### config.mk
export PLATFORM = sky130hd
export DESIGN_NAME = tdm_demux14
export DESIGN_NICKNAME = d
export VERILOG_FILES = /design/src/rtl/tdm_pkg.sv /design/src/rtl/tdm_demux14.sv
export SDC_FILE = /design/constraint.sdc
export NUM_CORES = 1
export LEC_CHECK = 0
export CAP_MARGIN = 20
export CELL_PAD_IN_SITES_DETAIL_PLACEMENT = 2
export CELL_PAD_IN_SITES_GLOBAL_PLACEMENT = 2
export CORE_ASPECT_RATIO = 1.25
export CORE_UTILIZATION = 34
export DETAILED_ROUTE_END_ITERATION = 10
export GPL_ROUTABILITY_DRIVEN = 0
export PLACE_DENSITY = 0.8
export REMOVE_ABC_BUFFERS = 1
export SYNTH_ARGS = -nofsm -noshare
export SYNTH_HDL_FRONTEND = slang
export SYNTH_SLANG_ARGS = --single-unit
### constraint.sdc
create_clock -name clk -period 3.85 [get_ports clk]
set_input_delay 0.77 -clock clk [delete_from_list [all_inputs] [get_ports clk]]
set_output_delay 0.77 -clock clk [all_outputs]
set_load 0.02 [all_outputs]
### src/rtl/tdm_pkg.sv
// Shared constants for the 1-to-4 TDM demultiplexer: lane geometry and FSM encoding.
package tdm_pkg;

  localparam int unsigned LANES        = 4;
  localparam int unsigned IDX_W        = 2;
  localparam int unsigned SHADOW_LANES = LANES - 1;

  localparam logic [0:0] HUNT = 1'b0;
  localparam logic [0:0] RUN  = 1'b1;

  localparam logic [IDX_W-1:0] LANE_FIRST = 2'd0;
  localparam logic [IDX_W-1:0] LANE_LAST  = 2'd3;

  // Bit offset of lane k inside a packed multi-lane word.
  function automatic int unsigned lane_lo(input int unsigned k, input int unsigned width);
    return k * width;
  endfunction

endpackage

### src/rtl/tdm_demux14.sv
// Sequential 1-to-4 TDM demultiplexer: steers interleaved beats into lane shadows and
// publishes each completed frame atomically with a one-cycle o_valid pulse.
module tdm_demux14
  import tdm_pkg::*;
#(
  parameter int unsigned WIDTH = 1,
  parameter int unsigned CNT_W = 8
) (
  input  logic                   clk,
  input  logic                   rst,
  input  logic [WIDTH-1:0]       d,
  input  logic                   d_valid,
  input  logic                   sync,
  output logic [LANES*WIDTH-1:0] o,
  output logic                   o_valid,
  output logic                   frame_err,
  output logic                   locked,
  output logic [IDX_W-1:0]       chan,
  output logic [CNT_W-1:0]       frame_cnt
);

  logic [0:0]                      state, state_nxt;
  logic [SHADOW_LANES*WIDTH-1:0]   shadow, shadow_nxt;
  logic [IDX_W-1:0]                chan_nxt;
  logic [LANES*WIDTH-1:0]          o_nxt;
  logic                            o_valid_nxt;
  logic                            frame_err_nxt;
  logic [CNT_W-1:0]                cnt_nxt;

  // State and output registers; reset drops any partial frame immediately.
  always_ff @(posedge clk or posedge rst) begin
    if (rst) begin
      state     <= HUNT;
      shadow    <= '0;
      chan      <= LANE_FIRST;
      o         <= '0;
      o_valid   <= 1'b0;
      frame_err <= 1'b0;
      frame_cnt <= '0;
    end else begin
      state     <= state_nxt;
      shadow    <= shadow_nxt;
      chan      <= chan_nxt;
      o         <= o_nxt;
      o_valid   <= o_valid_nxt;
      frame_err <= frame_err_nxt;
      frame_cnt <= cnt_nxt;
    end
  end

  // Next-state and output logic; pulses default low, everything else holds.
  always_comb begin
    state_nxt     = state;
    shadow_nxt    = shadow;
    chan_nxt      = chan;
    o_nxt         = o;
    o_valid_nxt   = 1'b0;
    frame_err_nxt = 1'b0;
    cnt_nxt       = frame_cnt;

    if (d_valid) begin
      if (state == HUNT) begin
        if (sync) begin
          shadow_nxt[lane_lo(0, WIDTH) +: WIDTH] = d;
          chan_nxt  = IDX_W'(1);
          state_nxt = RUN;
        end
      end else if (sync && (chan != LANE_FIRST)) begin
        // Realign: stale shadow lanes are simply overwritten by the new frame.
        frame_err_nxt = 1'b1;
        shadow_nxt[lane_lo(0, WIDTH) +: WIDTH] = d;
        chan_nxt = IDX_W'(1);
      end else if (chan == LANE_LAST) begin
        o_nxt       = {d, shadow};
        o_valid_nxt = 1'b1;
        chan_nxt    = LANE_FIRST;
        cnt_nxt     = frame_cnt + CNT_W'(1);
      end else begin
        for (int unsigned k = 0; k < SHADOW_LANES; k++) begin
          if (chan == IDX_W'(k)) begin
            shadow_nxt[lane_lo(k, WIDTH) +: WIDTH] = d;
          end
        end
        chan_nxt = chan + IDX_W'(1);
      end
    end
  end

  assign locked = (state == RUN);

endmodule
=== Word-level counts from Yosys, hierarchy flattened ===
Index checks and enable logic that the tools add are counted.

* Eq/ne operators: 5
* $add $sub $neg: 2
* Bitwise gates (word level): 2
* Muxes and demuxes: 18
* Reduce and logical (&&, ||, !) cells: 9

{| class="wikitable"
|+ Operator list
! operator !! number
|-
| 1-bit two-way mux || 14
|-
| 5-bit AND reduction || 2
|-
| 8-bit by 1-bit adder with 8-bit output, second input constant || 1
|-
| 2-bit two-way mux || 4
|-
| 4-bit AND reduction || 2
|-
| 2-bit equality test, second input constant || 2
|-
| 2-bit nonzero test || 2
|-
| 3-bit by 1-bit != test with 1-bit output, second input constant || 1
|-
| 3-bit != test, second input constant || 1
|-
| 2-bit by 1-bit adder with 2-bit output, second input constant || 1
|-
| 2-bit by 1-bit equality test with 1-bit output, second input constant || 1
|-
| 2-bit zero test || 1
|-
| 1-bit inverter || 2
|-
| 2-bit AND reduction || 1
|-
| 1-bit logical AND || 1
|}

* Register bits after elaboration: 20
* Logic and storage cells: 45
* Output and inout port bits: 17

=== Depth between registers and ports, before layout ===
* Depth in word-level cells: 5
* Depth in mapped cells: 7
* Depth with buffers taken out: 6

=== Worst setup path before layout ===
OpenSTA, ideal clock, no wires.

* Path type: reg2reg
* Start: register chan[0]
* End: register o[3]
* Cell stages (with the launch flop): 7
* Arrival: 1.650 ns
* Slack: 2.075 ns
* Clock period less this slack: 1.775 ns
* Setup time: 0.125 ns
* Path through: dfrtp_1 inv_1 ha_1 and2b_4 nor3b_2 buf_6 mux2_2

* Longest elaborated chain between the ends: 4
* Elaborated cells on any way between the ends: 5

{| class="wikitable"
|+ Ends and longest elaborated chain
! what !! RTL line !! RTL
|-
| start: declaration || tdm_demux14.sv:18 || <nowiki>output logic [IDX_W-1:0] chan,</nowiki>
|-
| start signal: assignment || tdm_demux14.sv:43 || <nowiki>chan <= chan_nxt;</nowiki>
|-
| 2-bit nonzero test || tdm_demux14.sv:68 || <nowiki>end else if (sync && (chan != LANE_FIRST)) begin</nowiki>
|-
| 1-bit logical AND || tdm_demux14.sv:68 ||
|-
| 1-bit inverter (no source line) || n/a ||
|-
| 4-bit AND reduction (no source line) (*) || n/a ||
|-
| end signal: assignment || tdm_demux14.sv:44 || <nowiki>o <= o_nxt;</nowiki>
|-
| end: declaration || tdm_demux14.sv:14 || <nowiki>output logic [LANES*WIDTH-1:0] o,</nowiki>
|}

Every way passes the cells marked *; elsewhere a longest branch is shown, timed or not.
A chain may end at the register's enable or synchronous reset.

=== Worst setup path in the final report ===
* Start: input d_valid
* End: register o[1]

* Longest elaborated chain between the ends: 1

{| class="wikitable"
|+ Ends and longest elaborated chain
! what !! RTL line !! RTL
|-
| start: declaration || tdm_demux14.sv:12 || <nowiki>input logic d_valid,</nowiki>
|-
| 4-bit AND reduction (no source line) || n/a ||
|}

No other way between the ends.

==> flow_metrics.env <==
export IMPL_status="complete, no violations"
export IMPL_min_path_type="reg -> reg"
export IMPL_worstSetupPathType="in -> reg"
export IMPL_drc=0
export IMPL_syn_inst=71
export IMPL_crit_fanout=10
export IMPL_core_sq_um=2500
export IMPL_grt_pass1_wl_microns=3460
export IMPL_cts_tree="yes"
export IMPL_fin_tns_setup_ps=0
export IMPL_antenna_cells=0
export IMPL_area_growth_pct=30.0
export IMPL_netlist_area_sq_um=921
export IMPL_post_cts_buffers=0
export IMPL_drt_iter0_markers=10
export IMPL_synth_top_cell_by_area="dfrtp_1"
export IMPL_ctsResizeCount=0
export IMPL_cp_start_kind="input port"
export IMPL_grt_max_degree=21
export IMPL_rows=20
export IMPL_max_slew_margin=0.464
export IMPL_first_pass_iters=2
export IMPL_clockBufferDepth=2
export IMPL_max_slew_worst_pin_slew_ps=800
export IMPL_ctsHoldBuffers=0
export IMPL_nets=106
export IMPL_numCtsBuffers=3
export IMPL_arrival_ps=2600
export IMPL_path_clk_slew_ps=110
export IMPL_worstPathRequired_ps=4050
export IMPL_place_area_sq_um=1160
export IMPL_setup_violations=0
export IMPL_die_w_microns=48.6
export IMPL_antenna_found_initial=0
export IMPL_ys_seq_area_frac=0.543
export IMPL_place_inst=124
export IMPL_ys_warnings_count=0
export IMPL_wl_per_cell_microns=15.7
export IMPL_synth_seq_cells=20
export IMPL_syn_area_per_cell_sq_um=13.0
export IMPL_skew_ps=3.21
export IMPL_insertion_delay_ps=300
export IMPL_cap_viol_max_count=0
export IMPL_endpoint_kind="flop"
export IMPL_finalMaxSlewViolations=0
export IMPL_fin_cells=128
export IMPL_viasPerCell=4.92
export IMPL_finalHoldViolations=0
export IMPL_yosysUniqueCellTypes=26
export IMPL_final_area_sq_um=1200
export IMPL_fmax_mhz=416
export IMPL_io_pins=22
export IMPL_grt_overflow_total=0
export IMPL_p_per_area_nw_per_um2=637
export IMPL_start_util=0.368
export IMPL_rsz0062_at_grt="no"
export IMPL_rrSetupSlack_ps=1620
export IMPL_h_tree_depth=1
export IMPL_vias=630
export IMPL_cts_sinks=20
export IMPL_grtUsageTotal=0.164
export IMPL_io_buffers=21
export IMPL_vdd_drop_max_mv=0.317
export IMPL_synthTopCellsByArea="dfrtp_1 54%, mux2_2 9.8%, ha_1 6.8%, xnor2_1 4.8%, nand2_1 2.4%"
export IMPL_drt_wl_total_microns=2020
export IMPL_dieArea_sq_um=2920
export IMPL_finalCritPeriodShare=0.625
export IMPL_fin_crit_ps=2400
export IMPL_synth_top_area_frac=0.543
export IMPL_p_leak_nw=0.527
export IMPL_clockRootBuffer="clkbuf_4"
export IMPL_die_y_microns=60.2
export IMPL_drive_above_1_share=0.189
export IMPL_dpl_hpwl_microns=1540
export IMPL_ant_nets=0
export IMPL_total_power_uw=762
export IMPL_grt_pass1_vias=711
## path summary, 6_finish.rpt
path,from,to,cells past startpoint
setup / recovery,d_valid,o[1],4
hold / removal,frame_cnt[7],frame_cnt[7],1
setup reg to reg,chan[0],o[1],5
hold reg to reg,frame_cnt[7],frame_cnt[7],1
max in group asynchronous,rst,shadow[0],2
min in group asynchronous,rst,chan[1],2
## area by class of cell
class,instances,area (sq um)
Clock buffer,4,36.3
Fill cell,258,1310
Inverter,3,11.3
Multi-Input combinational cell,47,398
Sequential cell,20,500
Tap cell,33,41.3
Timing Repair Buffer,21,210
## cells in the mapped netlist (all sizes together)
master  instances
a21o            1
a22o            1
dfrtp          20
o21ai           2
nor3            2
a21oi           2
and2b           1
mux2            8
nor3b           2
inv             3
nand3           1
xor2            1
nor2            1
o221ai          1
buf             1
ha              5
nand2           7
and3            2
a31oi           1
nand4           3
xnor2           6
## report_power, final
part           total (mW)  switching [mW]  leakage [nW]  internal [mW]
registers           0.325          0.0530         0.252          0.272
logic               0.314           0.151         0.254          0.163
clock network       0.123          0.0652        0.0210         0.0577
total               0.762           0.269         0.527          0.493
## critical path, stage by stage
cell and delay [ps]:
clkdlybuf4s50_1 610, nand2_2 130, nor3b_2 680, mux2_2 420
## kinds of logic (layout without fill, tap and decap cells)
group                    Yosys count  count (layout)  share of synthesized area
adder cells (fa/ha/maj)            5               5                     0.0679
AND/OR/NAND/NOR                   19              19                      0.136
flip-flops                        20              20                      0.543
buffers and inverters              4              28                     0.0245
AO/OA/AOI/OAI                      8               8                     0.0557
XOR/XNOR                           7               7                     0.0747
multiplexers                       8               8                     0.0978
## layout by cell type, fill, tap and decap left out
cell type	netlist	routed
and3_1	1	1
inv_1	3	3
xnor2_1	5	5
nand4_1	2	2
mux2_2	8	8
nor3_1	2	2
a31oi_1	1	1
clkbuf_4	0	3
xor2_1	1	1
clkdlybuf4s50_1	0	21
and2b_4	1	1
nor2_1	1	1
and3_2	1	1
nor3b_2	1	1
a21oi_1	2	2
ha_1	5	5
nand2_2	1	1
a22o_1	1	1
dfrtp_1	20	20
clkbuf_8	0	1
o221ai_1	1	1
nand4_4	1	1
nand3_1	1	1
xnor2_2	1	1
nand2_1	6	6
a21o_1	1	1
nor3b_1	1	1
o21ai_0	2	2
## stage by stage
step	setup WS (ps)	utilization	hold WS, ps
floorplan	1800	-	474
global placement	1170	0.464	463
detailed placement	1090	0.464	471
CTS	1430	0.479	491
global route	1360	0.479	505
finish	1450	0.479	483
## sequential cells by signal, indices dropped and copies added (netlist names)
register   count
chan           2
o              4
frame_err      1
shadow         3
locked         1
o_valid        1
frame_cnt      8
## routing by layer
metal	share of wire	wire length, microns	vias to the layer above	track usage
li1	-	-	294	-
met1	0.43	869	319	0.184
met2	0.51	1040	12	0.292
met3	0.026	53	5	0.0331
met4	0.027	55	0	0.101
met5	0	0	-	0
No activity file was read; power rests on OpenSTA's default activity.
